[src/rtl/nv_ser_pkg.sv]
// Shared definitions for the NV serializer sequencer and its round-robin arbiter.
package nv_ser_pkg;

  // Sequencer states: wait for a request, clear the serializer, shift, acknowledge.
  typedef enum logic [1:0] {
    ST_IDLE    = 2'd0,
    ST_ARM     = 2'd1,
    ST_SHIFT   = 2'd2,
    ST_RELEASE = 2'd3
  } ser_state_e;

  localparam int SER_BYTE_W          = 8;
  localparam int SER_SHIFT_CYCLES    = 10;  // nominal SHIFT dwell with a healthy serializer
  localparam int SER_TIMEOUT_DEFAULT = 16;

  // Index reached by stepping 'off' places past 'base' on a ring of n entries
  // (base < n, off <= n).
  function automatic int rr_wrap(input int base, input int off, input int n);
    int sum;
    sum = base + off;
    return (sum >= n) ? sum - n : sum;
  endfunction

endpackage

[src/rtl/rr_arbiter.sv]
// Combinational round-robin arbiter: the requester just after last_id has the
// highest priority, wrapping around the ring. Reusable for any shared resource.
module rr_arbiter
  import nv_ser_pkg::*;
#(
  parameter int N    = 4,
  parameter int ID_W = $clog2(N)
) (
  input  logic [N-1:0]    req,
  input  logic [ID_W-1:0] last_id,
  output logic [N-1:0]    gnt,
  output logic [ID_W-1:0] gnt_id,
  output logic            gnt_valid
);

  // Walk from the farthest ring position inwards so the nearest active requester wins.
  always_comb begin
    // NOTE: every output gets a default before any branch, so no path leaves one unassigned and no latch appears.
    gnt       = '0;
    gnt_id    = last_id;
    gnt_valid = 1'b0;
    for (int off = N; off >= 1; off--) begin
      for (int i = 0; i < N; i++) begin
        if (req[i] && (i == rr_wrap(int'(last_id), off, N))) begin
          gnt       = '0;
          gnt[i]    = 1'b1;
          gnt_id    = ID_W'(i);
          gnt_valid = 1'b1;
        end
      end
    end
  end

endmodule

[src/rtl/serializer_sequencer.sv]
// Round-robin sequencer sharing one LSB-first byte serializer among NUM_REQ
// requesters. Optional SHIFT-state watchdog compiled in with `define SER_TIMEOUT_EN.
module serializer_sequencer
  import nv_ser_pkg::*;
#(
  parameter int NUM_REQ        = 4,
  parameter int TIMEOUT_CYCLES = SER_TIMEOUT_DEFAULT
) (
  input  logic                          clk,
  input  logic                          reset_n,
  input  logic [NUM_REQ-1:0]            req_valid,
  input  logic [SER_BYTE_W*NUM_REQ-1:0] req_data,
  output logic [NUM_REQ-1:0]            req_ack,
  output logic [SER_BYTE_W-1:0]         ser_data,
  output logic                          ser_start,
  output logic                          ser_reset,
  input  logic                          ser_done,
  output logic                          busy,
  output logic [$clog2(NUM_REQ)-1:0]    grant_id,
  output logic                          timeout_err
);

  localparam int ID_W = $clog2(NUM_REQ);

  ser_state_e            state_q, state_d;
  logic [SER_BYTE_W-1:0] ser_data_q, ser_data_d;
  logic [ID_W-1:0]       grant_q, grant_d;
  logic                  ser_start_q, ser_start_d;
  logic                  ser_reset_q, ser_reset_d;
  logic                  busy_q, busy_d;
  logic [NUM_REQ-1:0]    req_ack_q, req_ack_d;

  logic [NUM_REQ-1:0]    arb_gnt;
  logic [ID_W-1:0]       arb_id;
  logic                  arb_valid;

`ifdef SER_TIMEOUT_EN
  localparam int TMO_W = $clog2(TIMEOUT_CYCLES);
  logic [TMO_W-1:0] tmo_cnt_q, tmo_cnt_d;
  logic             tmo_err_q, tmo_err_d;
`endif

  rr_arbiter #(
    .N    (NUM_REQ),
    .ID_W (ID_W)
  ) u_arb (
    .req       (req_valid),
    .last_id   (grant_q),
    .gnt       (arb_gnt),
    .gnt_id    (arb_id),
    .gnt_valid (arb_valid)
  );

  // Next state, byte latch and grant bookkeeping (plus watchdog when compiled in).
  always_comb begin
    state_d    = state_q;
    ser_data_d = ser_data_q;
    grant_d    = grant_q;
`ifdef SER_TIMEOUT_EN
    tmo_err_d  = tmo_err_q;
`endif
    case (state_q)
      ST_IDLE: begin
        if (arb_valid) begin
          for (int i = 0; i < NUM_REQ; i++) begin
            if (arb_gnt[i]) ser_data_d = req_data[i*SER_BYTE_W +: SER_BYTE_W];
          end
          grant_d = arb_id;
          state_d = ST_ARM;
        end
      end
      ST_ARM:  state_d = ST_SHIFT;
      ST_SHIFT: begin
        if (ser_done) begin
          state_d = ST_RELEASE;
        end
`ifdef SER_TIMEOUT_EN
        else if (tmo_cnt_q == TMO_W'(TIMEOUT_CYCLES - 1)) begin
          // Serializer never finished: drop the byte but still release the requester.
          state_d   = ST_RELEASE;
          tmo_err_d = 1'b1;
        end
`endif
      end
      default: state_d = ST_IDLE;  // ST_RELEASE
    endcase
`ifdef SER_TIMEOUT_EN
    // Counts completed SHIFT cycles; cleared whenever SHIFT is left or not yet entered.
    tmo_cnt_d = ((state_q == ST_SHIFT) && (state_d == ST_SHIFT)) ? tmo_cnt_q + 1'b1 : '0;
`endif
  end

  // Output decode from the upcoming state so every output leaves a flop.
  always_comb begin
    ser_start_d = (state_d == ST_ARM) || (state_d == ST_SHIFT);
    ser_reset_d = (state_d == ST_ARM);
    busy_d      = (state_d != ST_IDLE);
    req_ack_d   = '0;
    for (int i = 0; i < NUM_REQ; i++) begin
      req_ack_d[i] = (state_d == ST_RELEASE) && (grant_d == ID_W'(i));
    end
  end

  // State and registered outputs; grant pointer resets so requester 0 wins first.
  always_ff @(posedge clk or negedge reset_n) begin
    if (!reset_n) begin
      state_q     <= ST_IDLE;
      ser_data_q  <= '0;
      grant_q     <= ID_W'(NUM_REQ - 1);
      ser_start_q <= 1'b0;
      ser_reset_q <= 1'b0;
      busy_q      <= 1'b0;
      req_ack_q   <= '0;
    end else begin
      // NOTE: non-blocking assignments so every flop sees pre-edge values regardless of statement order.
      state_q     <= state_d;
      ser_data_q  <= ser_data_d;
      grant_q     <= grant_d;
      ser_start_q <= ser_start_d;
      ser_reset_q <= ser_reset_d;
      busy_q      <= busy_d;
      req_ack_q   <= req_ack_d;
    end
  end

`ifdef SER_TIMEOUT_EN
  // Watchdog counter and sticky abort flag; only reset_n clears the flag.
  always_ff @(posedge clk or negedge reset_n) begin
    if (!reset_n) begin
      tmo_cnt_q <= '0;
      tmo_err_q <= 1'b0;
    end else begin
      tmo_cnt_q <= tmo_cnt_d;
      tmo_err_q <= tmo_err_d;
    end
  end

  assign timeout_err = tmo_err_q;
`else
  assign timeout_err = 1'b0;
`endif

  assign ser_data  = ser_data_q;
  assign grant_id  = grant_q;
  assign ser_start = ser_start_q;
  assign ser_reset = ser_reset_q;
  assign busy      = busy_q;
  assign req_ack   = req_ack_q;

endmodule

[config.mk]
export PLATFORM = sky130hd
export DESIGN_NAME = serializer_sequencer
export DESIGN_NICKNAME = d
export VERILOG_FILES = /design/src/rtl/nv_ser_pkg.sv /design/src/rtl/rr_arbiter.sv /design/src/rtl/serializer_sequencer.sv
export SDC_FILE = /design/constraint.sdc
export NUM_CORES = 1
export LEC_CHECK = 0
export ABC_AREA = 1
export CORE_UTILIZATION = 48
export DETAILED_ROUTE_END_ITERATION = 7
export GPL_ROUTABILITY_DRIVEN = 0
export PLACE_DENSITY = 0.86
export RECOVER_POWER = 50
export SLEW_MARGIN = 30
export SYNTH_ARGS = -nofsm -noshare
export SYNTH_HDL_FRONTEND = slang
export SYNTH_HIERARCHICAL = 1
export SYNTH_SLANG_ARGS = --single-unit
[constraint.sdc]
create_clock -name clk -period 4.6 [get_ports clk]
set_input_delay 0.92 -clock clk [delete_from_list [all_inputs] [get_ports clk]]
set_output_delay 0.92 -clock clk [all_outputs]
set_load 0.03 [all_outputs]
== Word level (Yosys, flattened, before mapping) ==
Index checks and enable logic that the tools add are counted.
Widths: inputs -> output; s select.
Operators by class
  add/sub/neg operators: 8
  order comparisons: 4
  eq/ne operators: 20
  mux-type cells: 61
  reductions and logical operators: 30
Operators with widths (number)
  $eq 3x32->1 const A: 8
  $eq 2x32->1 const A: 4
  $ge 32x4->1 const B: 4
  $logic_not 32->1: 4
  $mux 32: 4
  $sub 32x4->32 const B: 3
  $mux 4: 13
  $mux 2: 21
  $mux 8: 4
  $logic_and 1x1->1: 20
  $mux 1: 17
  $eq 2x2->1 const B: 5
  $add 2x2->3 const B: 2
  $eq 2x1->1 const B: 3
  $pmux 2 s3: 1
  $sub 4x3->5 const B: 1
  $add 2x3->4 const B: 1
  $logic_not 2->1: 2
  $reduce_bool 4->1: 1
  $add 2x1->3 const B: 1
  $mux 3: 1
  $reduce_and 3->1: 1
  $reduce_bool 2->1: 1
  $logic_or 1x1->1: 1
Storage, ports and cells
  register bits after elaboration: 19
  input port bits: 39

== Logic depth before layout (Yosys ltp) ==
Gate-level depths: netlist of the first run.
  word-level depth: 25
  depth in mapped cells: 19

== Hierarchy ==
Netlist of the first run, hierarchy kept.
Modules (own cells, without submodules)
  serializer_sequencer: times used 1, cells an instance 172, area each 1194.9 um2, seq. area each 478.0 um2
  rr_arbiter: times used 1, cells an instance 67, area each 356.6 um2, seq. area each 0.0 um2

== Worst setup path before layout of the first run ==
OpenSTA, ideal clock, no wires.
  path type: input -> register
  start point: input req_valid[2]
  end point: register req_ack_q[2] (netlist: req_ack[2])
  setup time: 125 ps
  arrival: 2129 ps
  path slack: 2346 ps
  cell stages on the path: 9
  buffers on the path: 0
  path through: nand3_2 > nand2_2 > a2111oi_2 > nand3b_1 > o21ai_0 > a21oi_1 > ha_1 > nand3_1 > nor2_1
Between the ends
  word-level cells in the longest chain between the ends: 19
Ends and longest elaborated chain
  from (decl): line serializer_sequencer.sv:11  | input logic [NUM_REQ-1:0] req_valid,
  $logic_and 1x1->1: line rr_arbiter.sv:24  | if (req[i] && (i == rr_wrap(int'(last_id), off, N))) begin
  $mux 1 (12 in a row): line rr_arbiter.sv:24
  $mux 1 (*) (2 in a row): line rr_arbiter.sv:24
  net arb_valid: line serializer_sequencer.sv:35  | logic arb_valid;
  $mux 2 (*): line serializer_sequencer.sv:64  | if (arb_valid) begin
  $pmux 2 s3 (*): line serializer_sequencer.sv:62  | case (state_q)
  net state_d[0]: line serializer_sequencer.sv:25  | ser_state_e state_q, state_d;
  $eq 2x2->1 (*): line serializer_sequencer.sv:100  | req_ack_d[i] = (state_d == ST_RELEASE) && (grant_d == ID_W'(i));
  $logic_and 1x1->1 (*): line serializer_sequencer.sv:100
  net req_ack_d[2]: line serializer_sequencer.sv:31  | logic [NUM_REQ-1:0] req_ack_q, req_ack_d;
  to (signal assigned): line serializer_sequencer.sv:122  | req_ack_q <= req_ack_d;
  to (decl): line serializer_sequencer.sv:31
Mark *: on every way through the listed nets, which the timed path passes. The rest lies on a longest branch.
A chain may end at the register's enable or synchronous reset.

== Worst setup path after layout of the first run ==
  start point: input req_valid[0]
  end point: register req_ack_q[0] (netlist: req_ack[0])
Between the ends
  word-level cells in the longest chain between the ends: 21
Ends and longest elaborated chain (line)
  $logic_and 1x1->1: rr_arbiter.sv:24
  $mux 1 (12 in a row): rr_arbiter.sv:24
  $mux 1 (*) (4 in a row): rr_arbiter.sv:24
  net arb_valid: serializer_sequencer.sv:35
  $mux 2 (*): serializer_sequencer.sv:64
  $pmux 2 s3 (*): serializer_sequencer.sv:62
  net state_d[0]: serializer_sequencer.sv:25
  $eq 2x2->1 (*): serializer_sequencer.sv:100
  $logic_and 1x1->1 (*): serializer_sequencer.sv:100
  net req_ack_d[0]: serializer_sequencer.sv:31
Marked as above.

==> results of run 1 <==
-- worst reg2reg max path, cell delays in order, from the launching register on --
cell and delay (ns):
dfstp_2 0.72, inv_4 0.07, nand2_1 0.06, nor2_1 0.05, inv_1 0.11, o2111ai_1 0.13
a21oi_1 0.63, inv_2 0.19, nand2_1 0.12, nand3_1 0.07, nand2_1 0.08, nand2_1 0.06
nand2_1 0.06
-- per-stage QoR --
stage | utilization | instance area, µm² | std cells
6_report | 0.697 | 2130 | 336
5_1_grt | 0.697 | 2130 | 336
4_1_cts | 0.696 | 2120 | 336
3_5_place_dp | 0.687 | 2100 | 332
3_3_place_gp | 0.687 | 2100 | 332
2_1_floorplan | - | 1550 | 239
-- cell usage after synthesis, types with 2 or more instances --
cell     count  area share
dfrtp_1     17        0.27
a21oi_1      5       0.016
o21ai_1      2      0.0065
nand3_1     15       0.048
inv_2        3      0.0073
nand2_1     95        0.23
nand2_2      4       0.016
nor2_1      22       0.053
inv_1       37       0.090
buf_4        3       0.015
dfstp_2      2       0.034
ha_1         6       0.048
o21ai_0      5       0.016
nand3_2      2       0.013
buf_6        4       0.029
nand2_4      2       0.015
-- cells by family (layout without fill, tap and decap cells) --
family,count (synthesis),after routing,share of synthesized area
other,1,1,0.00242
adder cells (fa/ha/maj),6,6,0.0484
flip-flops,19,19,0.308
AND/OR/NAND/NOR,148,148,0.429
buffers and inverters,50,103,0.153
AO/OA/AOI/OAI,15,15,0.0589
-- cell usage in the layout, fill, tap and decap left out --
cell type	n
inv_1	37
nor3_1	1
buf_4	1
o21ai_1	2
nand3_1	15
o21ai_0	5
nand2_1	95
clkinv_2	2
inv_6	1
nor3b_1	1
nand2_2	4
nand2_8	1
nor2_2	1
a21oi_1	5
clkbuf_4	3
ha_1	6
nand4_1	1
nand3_2	2
dlygate4sd3_1	8
nor2_8	1
inv_2	3
nand3b_1	1
dfrtp_1	17
o2111ai_1	1
nor2_1	22
conb_1	1
inv_4	1
dfstp_2	2
clkdlybuf4s50_1	47
a2111oi_2	1
a21boi_2	1
nor2_4	1
nand2_4	2
-- power by group --
group	switching [W]	internal, W	leakage, nW
clock	0.0000500	0.0000323	0.0177
sequential	0.0000679	0.000252	0.236
combinational	0.000631	0.000370	0.932
-- cell type report --
class | count | area [µm²] | share of cell area
repair buffers | 56 | 558 | 0.262
flip-flops and latches | 19 | 478 | 0.225
inverters | 43 | 170 | 0.0800
multi-input cells | 170 | 840 | 0.394
well taps | 44 | 55.1 | 0.0259
clock buffers | 3 | 22.5 | 0.0106
clock inverters | 1 | 5.00 | 0.00235
-- routing by layer --
metal  GRT usage  vias up  part of all wire
met5           0        -                 0
met2       0.351       64              0.41
met1       0.324      670              0.49
li1            -      822                 -
met4      0.0612        0            0.0045
met3      0.0440        2             0.095
-- worst paths after layout --
kind | from | to | slack (ns) | depth (start not counted)
worst max-delay path | req_valid[0] | req_ack[0] | 1.80 | 12
worst min register to register | ser_data[5] | ser_data[5] | 0.49 | 2
max in group asynchronous | reset_n | req_ack[0] | 2.91 | 1
worst min-delay path | ser_data[5] | ser_data[5] | 0.49 | 2
min in group asynchronous | reset_n | ser_data[6] | 1.17 | 1
worst max register to register | grant_id[1] | ser_data[6] | 2.20 | 12
-- sequential cells by signal, indices dropped and copies added (netlist names) --
name / flops
state_q: 2
ser_reset: 1
grant_id: 2
ser_data: 8
busy: 1
req_ack: 4
ser_start: 1
==> impl_metrics.tcl, run 1 <==
set metrics [dict create \
    status "finished clean" \
    dieArea_um2 3460 \
    hold_viol_final 0 \
    ys_types 31 \
    maxSlewHeadroom 0.429 \
    clock_latency_ns 0.29 \
    cpMaxStageDelayCell "clkdlybuf4s50_1" \
    grt_pass1_vias 1354 \
    power.total_w 0.00140 \
    grt.overflow.total 0 \
    finalSetupTns_ns 0 \
    holdBufCountCts 0 \
    netlist_area_um2 1550 \
    synth-seq-cells 19 \
    required_ns 4.82 \
    max_freq_mhz 357 \
    hold_ws_ns 0.494 \
    numCtsBuffers 3 \
    groute.usage.overall 0.227 \
    cap_violations 0 \
    portBuffers 55 \
    cp.arrival_ns 3.03 \
    h-tree-depth 1 \
    worstMarginPinSlew_ns 0.854 \
    rsz0062_at_grt "false" \
    via_per_inst 4.64 \
    ys_seq_area_frac 0.308 \
    crit_buf_inv 3 \
    post_cts_buffers 0 \
    wl_mm 3.75 \
    cts.sinks 19 \
    grt_max_degree 20 \
    fin_worst_skew_ns 0.00179 \
    final_layout_size_suffix_gt1_frac 0.0925 \
    clock_path_buffers 2 \
    vias 1558 \
    syn-instance-count 239 \
    diodes 0 \
    rows 20 \
    post_drt_wl_per_cell_um 11.2 \
    yosysWarningCount 6 \
    fin_crit_ns 2.80 \
    start_util 0.508 \
    route.detailed.drc 0 \
    ctsRootBufferMaster "clkbuf_4" \
    area_delta_synth_final_pct 37.2 \
    fin_crit_sh 0.609 \
    fin_nets 338 \
    p_per_area_nw_per_um2 659 \
    grt_pass1_wl_mm 6.01 \
    critical_path.endpoint_type "flop" \
    hp-class "reg -> reg" \
    place_ws_ns 1.33 \
    die_h_um 58.9 \
    hpwlAfterDp_mm 2.86 \
    die_w_um 58.9 \
    async_reset_ff_frac 1.00 \
    setup_slack_ns 1.80 \
    setup_viol 0 \
    ctsResizeCount 0 \
    pin_count 57 \
    fill_cells 255 \
    peakVddDrop_mv 0.398 \
    drt_iter0_drc 122 \
    syn_area_per_cell_um2 6.49 \
    worst-path-max-fanout 4 \
    core_um2 3050 \
    route.antenna.remaining_nets 0 \
    p_leak_nw 1.19 \
    drv_slew 0 \
    synth_edf_count 0 \
    startpoint_type "primary input" \
    cts.clk_slew.worst_paths_ns 0.10 \
    criticalPathCategory "in -> reg" \
    critPathTopFamily "buffers and inverters" \
    grt_antenna_before_repair 0 \
    cp_slowest_stage_delay_ns 0.58 \
    cp_cell_sequence "clkdlybuf4s50_1, inv_1, nor3_1, inv_1, nand2_1, a21oi_1, nand3b_1, o21ai_0, a21oi_1, ha_1, nand3_1, nor2_1" \
    cts_tree "done" \
    drt_pass1_iterations 4 \
    yosys_most_used_dff "dfrtp_1" \
    synth_nets 284 \
]
(Power assumes the default switching activity.)
==> inputs of run 2 (changes only) <==
--- a/config.mk
+++ b/config.mk
@@ -6,10 +6,10 @@
 export NUM_CORES = 1
 export LEC_CHECK = 0
 export ABC_AREA = 1
-export CORE_UTILIZATION = 48
+export CORE_UTILIZATION = 45
 export DETAILED_ROUTE_END_ITERATION = 7
 export GPL_ROUTABILITY_DRIVEN = 0
-export PLACE_DENSITY = 0.86
+export PLACE_DENSITY = 0.81
 export RECOVER_POWER = 50
 export SLEW_MARGIN = 30
 export SYNTH_ARGS = -nofsm -noshare
==> constraint.sdc (replaced) <==
create_clock -name clk -period 2.77 [get_ports clk]
set_input_delay 0.554 -clock clk [delete_from_list [all_inputs] [get_ports clk]]
set_output_delay 0.554 -clock clk [all_outputs]
set_load 0.03 [all_outputs]
==> impl_metrics.tcl, run 2 (synthesis gave the netlist of run 1 again) <==
set metrics [dict create \
    status "finished clean" \
    critPathLaunch "req_valid[2]" \
    required_ns 2.94 \
    hp-class "reg -> reg" \
    p_per_area_nw_per_um2 1100 \
    mostFrequentLayoutCell "nand2_1" \
    grt.overflow.total 0 \
    final_layout_size_suffix_gt1_frac 0.0949 \
    p_leak_nw 1.20 \
    drv_slew 0 \
    cp.arrival_ns 2.53 \
    hpwlAfterDp_mm 2.98 \
    diodes 0 \
    die_h_um 60.7 \
    fin_worst_skew_ns 0.00387 \
    h-tree-depth 1 \
    most-common-layout-cells "nand2_1 (95), clkdlybuf4s50_1 (47), inv_1 (37)" \
    start_util 0.492 \
    fin_crit_sh 0.851 \
    fin_nets 341 \
    portBuffers 55 \
    area_delta_synth_final_pct 39.1 \
    post_cts_buffers 0 \
    route.antenna.remaining_nets 0 \
    grt_pass1_wl_mm 5.90 \
    largest_register_ffs 8 \
    startpoint_type "primary input" \
    groute.usage.overall 0.211 \
    r2r_start "grant_id[0]" \
    dieArea_um2 3690 \
    critical_path.endpoint_type "flop" \
    r2r_slack_ns 0.47 \
    cts.sinks 19 \
    worst-path-max-fanout 6 \
    route.detailed.drc 0 \
    grt_pass1_vias 1429 \
    maxSlewHeadroom 0.481 \
    grt_antenna_before_repair 0 \
    rsz0062_at_grt "false" \
    cts.clk_slew.worst_paths_ns 0.10 \
    numCtsBuffers 3 \
    wl_mm 3.66 \
    peakVddDrop_mv 0.746 \
    finalSetupTns_ns 0 \
    core_um2 3150 \
    setup_viol 0 \
    via_per_inst 4.55 \
    fin_crit_ns 2.36 \
    r2r_cells 10 \
    clock_path_buffers 2 \
    crit_end "req_ack[2]" \
    clock_latency_ns 0.28 \
    cap_violations 0 \
    cts_tree "done" \
    vias 1542 \
    worstMarginPinSlew_ns 0.777 \
    drt_pass1_iterations 4 \
    multi_input_area_um2 836 \
    rows 20 \
    grt_max_degree 20 \
    r2r_end "req_ack[2]" \
    post_drt_wl_per_cell_um 10.8 \
    pin_count 57 \
    ctsResizeCount 0 \
    fill_cells 278 \
    max_freq_mhz 424 \
    criticalPathCategory "in -> reg" \
    power.total_w 0.00238 \
    regArea_um2 478 \
    drt_iter0_drc 60 \
    hold_viol_final 0 \
    die_w_um 60.7 \
    ctsRootBufferMaster "clkbuf_4" \
    holdBufCountCts 0 \
]
run 2: worst max-delay path, cell delays in order:
cell and delay [ns]:
clkdlybuf4s50_1 0.53, nand3_2 0.18, nand2_2 0.08, a2111oi_2 0.33
nand3b_1 0.15, o21ai_0 0.17, a21oi_1 0.15, ha_1 0.24
nand3_1 0.10, nor2_1 0.05
run 2: per-layer routing:
layer  GRT usage  vias up  wire length [µm]
li1            -      825                 -
met1       0.290      659              1840
met2       0.353       56              1520
met3      0.0277        2               302
met4      0.0552        0                 8
met5           0        -                 0
run 2: worst min-delay path by stage:
| stage | from | to | slack, ns | cells past startpoint |
|---|---|---|---|---|
| floorplan | reset_n | busy | 0.26 | 0 |
| global placement | ser_data[3] | ser_data[3] | 0.47 | 2 |
| detailed placement | ser_data[4] | ser_data[4] | 0.47 | 2 |
| CTS | ser_data[4] | ser_data[4] | 0.49 | 2 |
| global route | ser_data[7] | ser_data[7] | 0.51 | 2 |
| finish | ser_data[7] | ser_data[7] | 0.49 | 2 |
run 2: final cells by class:
cell class / instances / share of cell area
repair buffers: 59 / 0.275
inverters: 43 / 0.0788
clock buffers: 4 / 0.0122
multi-input cells: 170 / 0.387
well taps: 44 / 0.0255
flip-flops and latches: 19 / 0.221
run 2: metrics by stage:
stage / hold slack [ns] / util / cells / area (µm²) / setup WS [ns]
6_report: 0.490 / 0.685 / 339 / 2160 / 0.412
5_1_grt: 0.514 / 0.685 / 339 / 2160 / 0.244
4_1_cts: 0.491 / 0.685 / 339 / 2160 / 0.420
3_5_place_dp: 0.469 / 0.676 / 335 / 2130 / 0.122
3_3_place_gp: 0.470 / 0.676 / 335 / 2130 / 0.196
2_1_floorplan: 0.258 / - / 239 / 1550 / 0.599
run 2: power by group:
part | switching, W | internal [W]
combinational | 0.00107 | 0.000654
clock | 0.0000726 | 0.0000558
sequential | 0.000111 | 0.000418
total | 0.00125 | 0.00113
==> inputs of run 3 (changes only) <==
--- a/config.mk
+++ b/config.mk
@@ -9,6 +9,7 @@
 export CORE_UTILIZATION = 45
 export DETAILED_ROUTE_END_ITERATION = 7
 export GPL_ROUTABILITY_DRIVEN = 0
+export HOLD_SLACK_MARGIN = 0.02
 export PLACE_DENSITY = 0.81
 export RECOVER_POWER = 50
 export SLEW_MARGIN = 30
==> results of run 3 <==
Same layout as run 2: the final DEF is identical, and so are final timing and power.
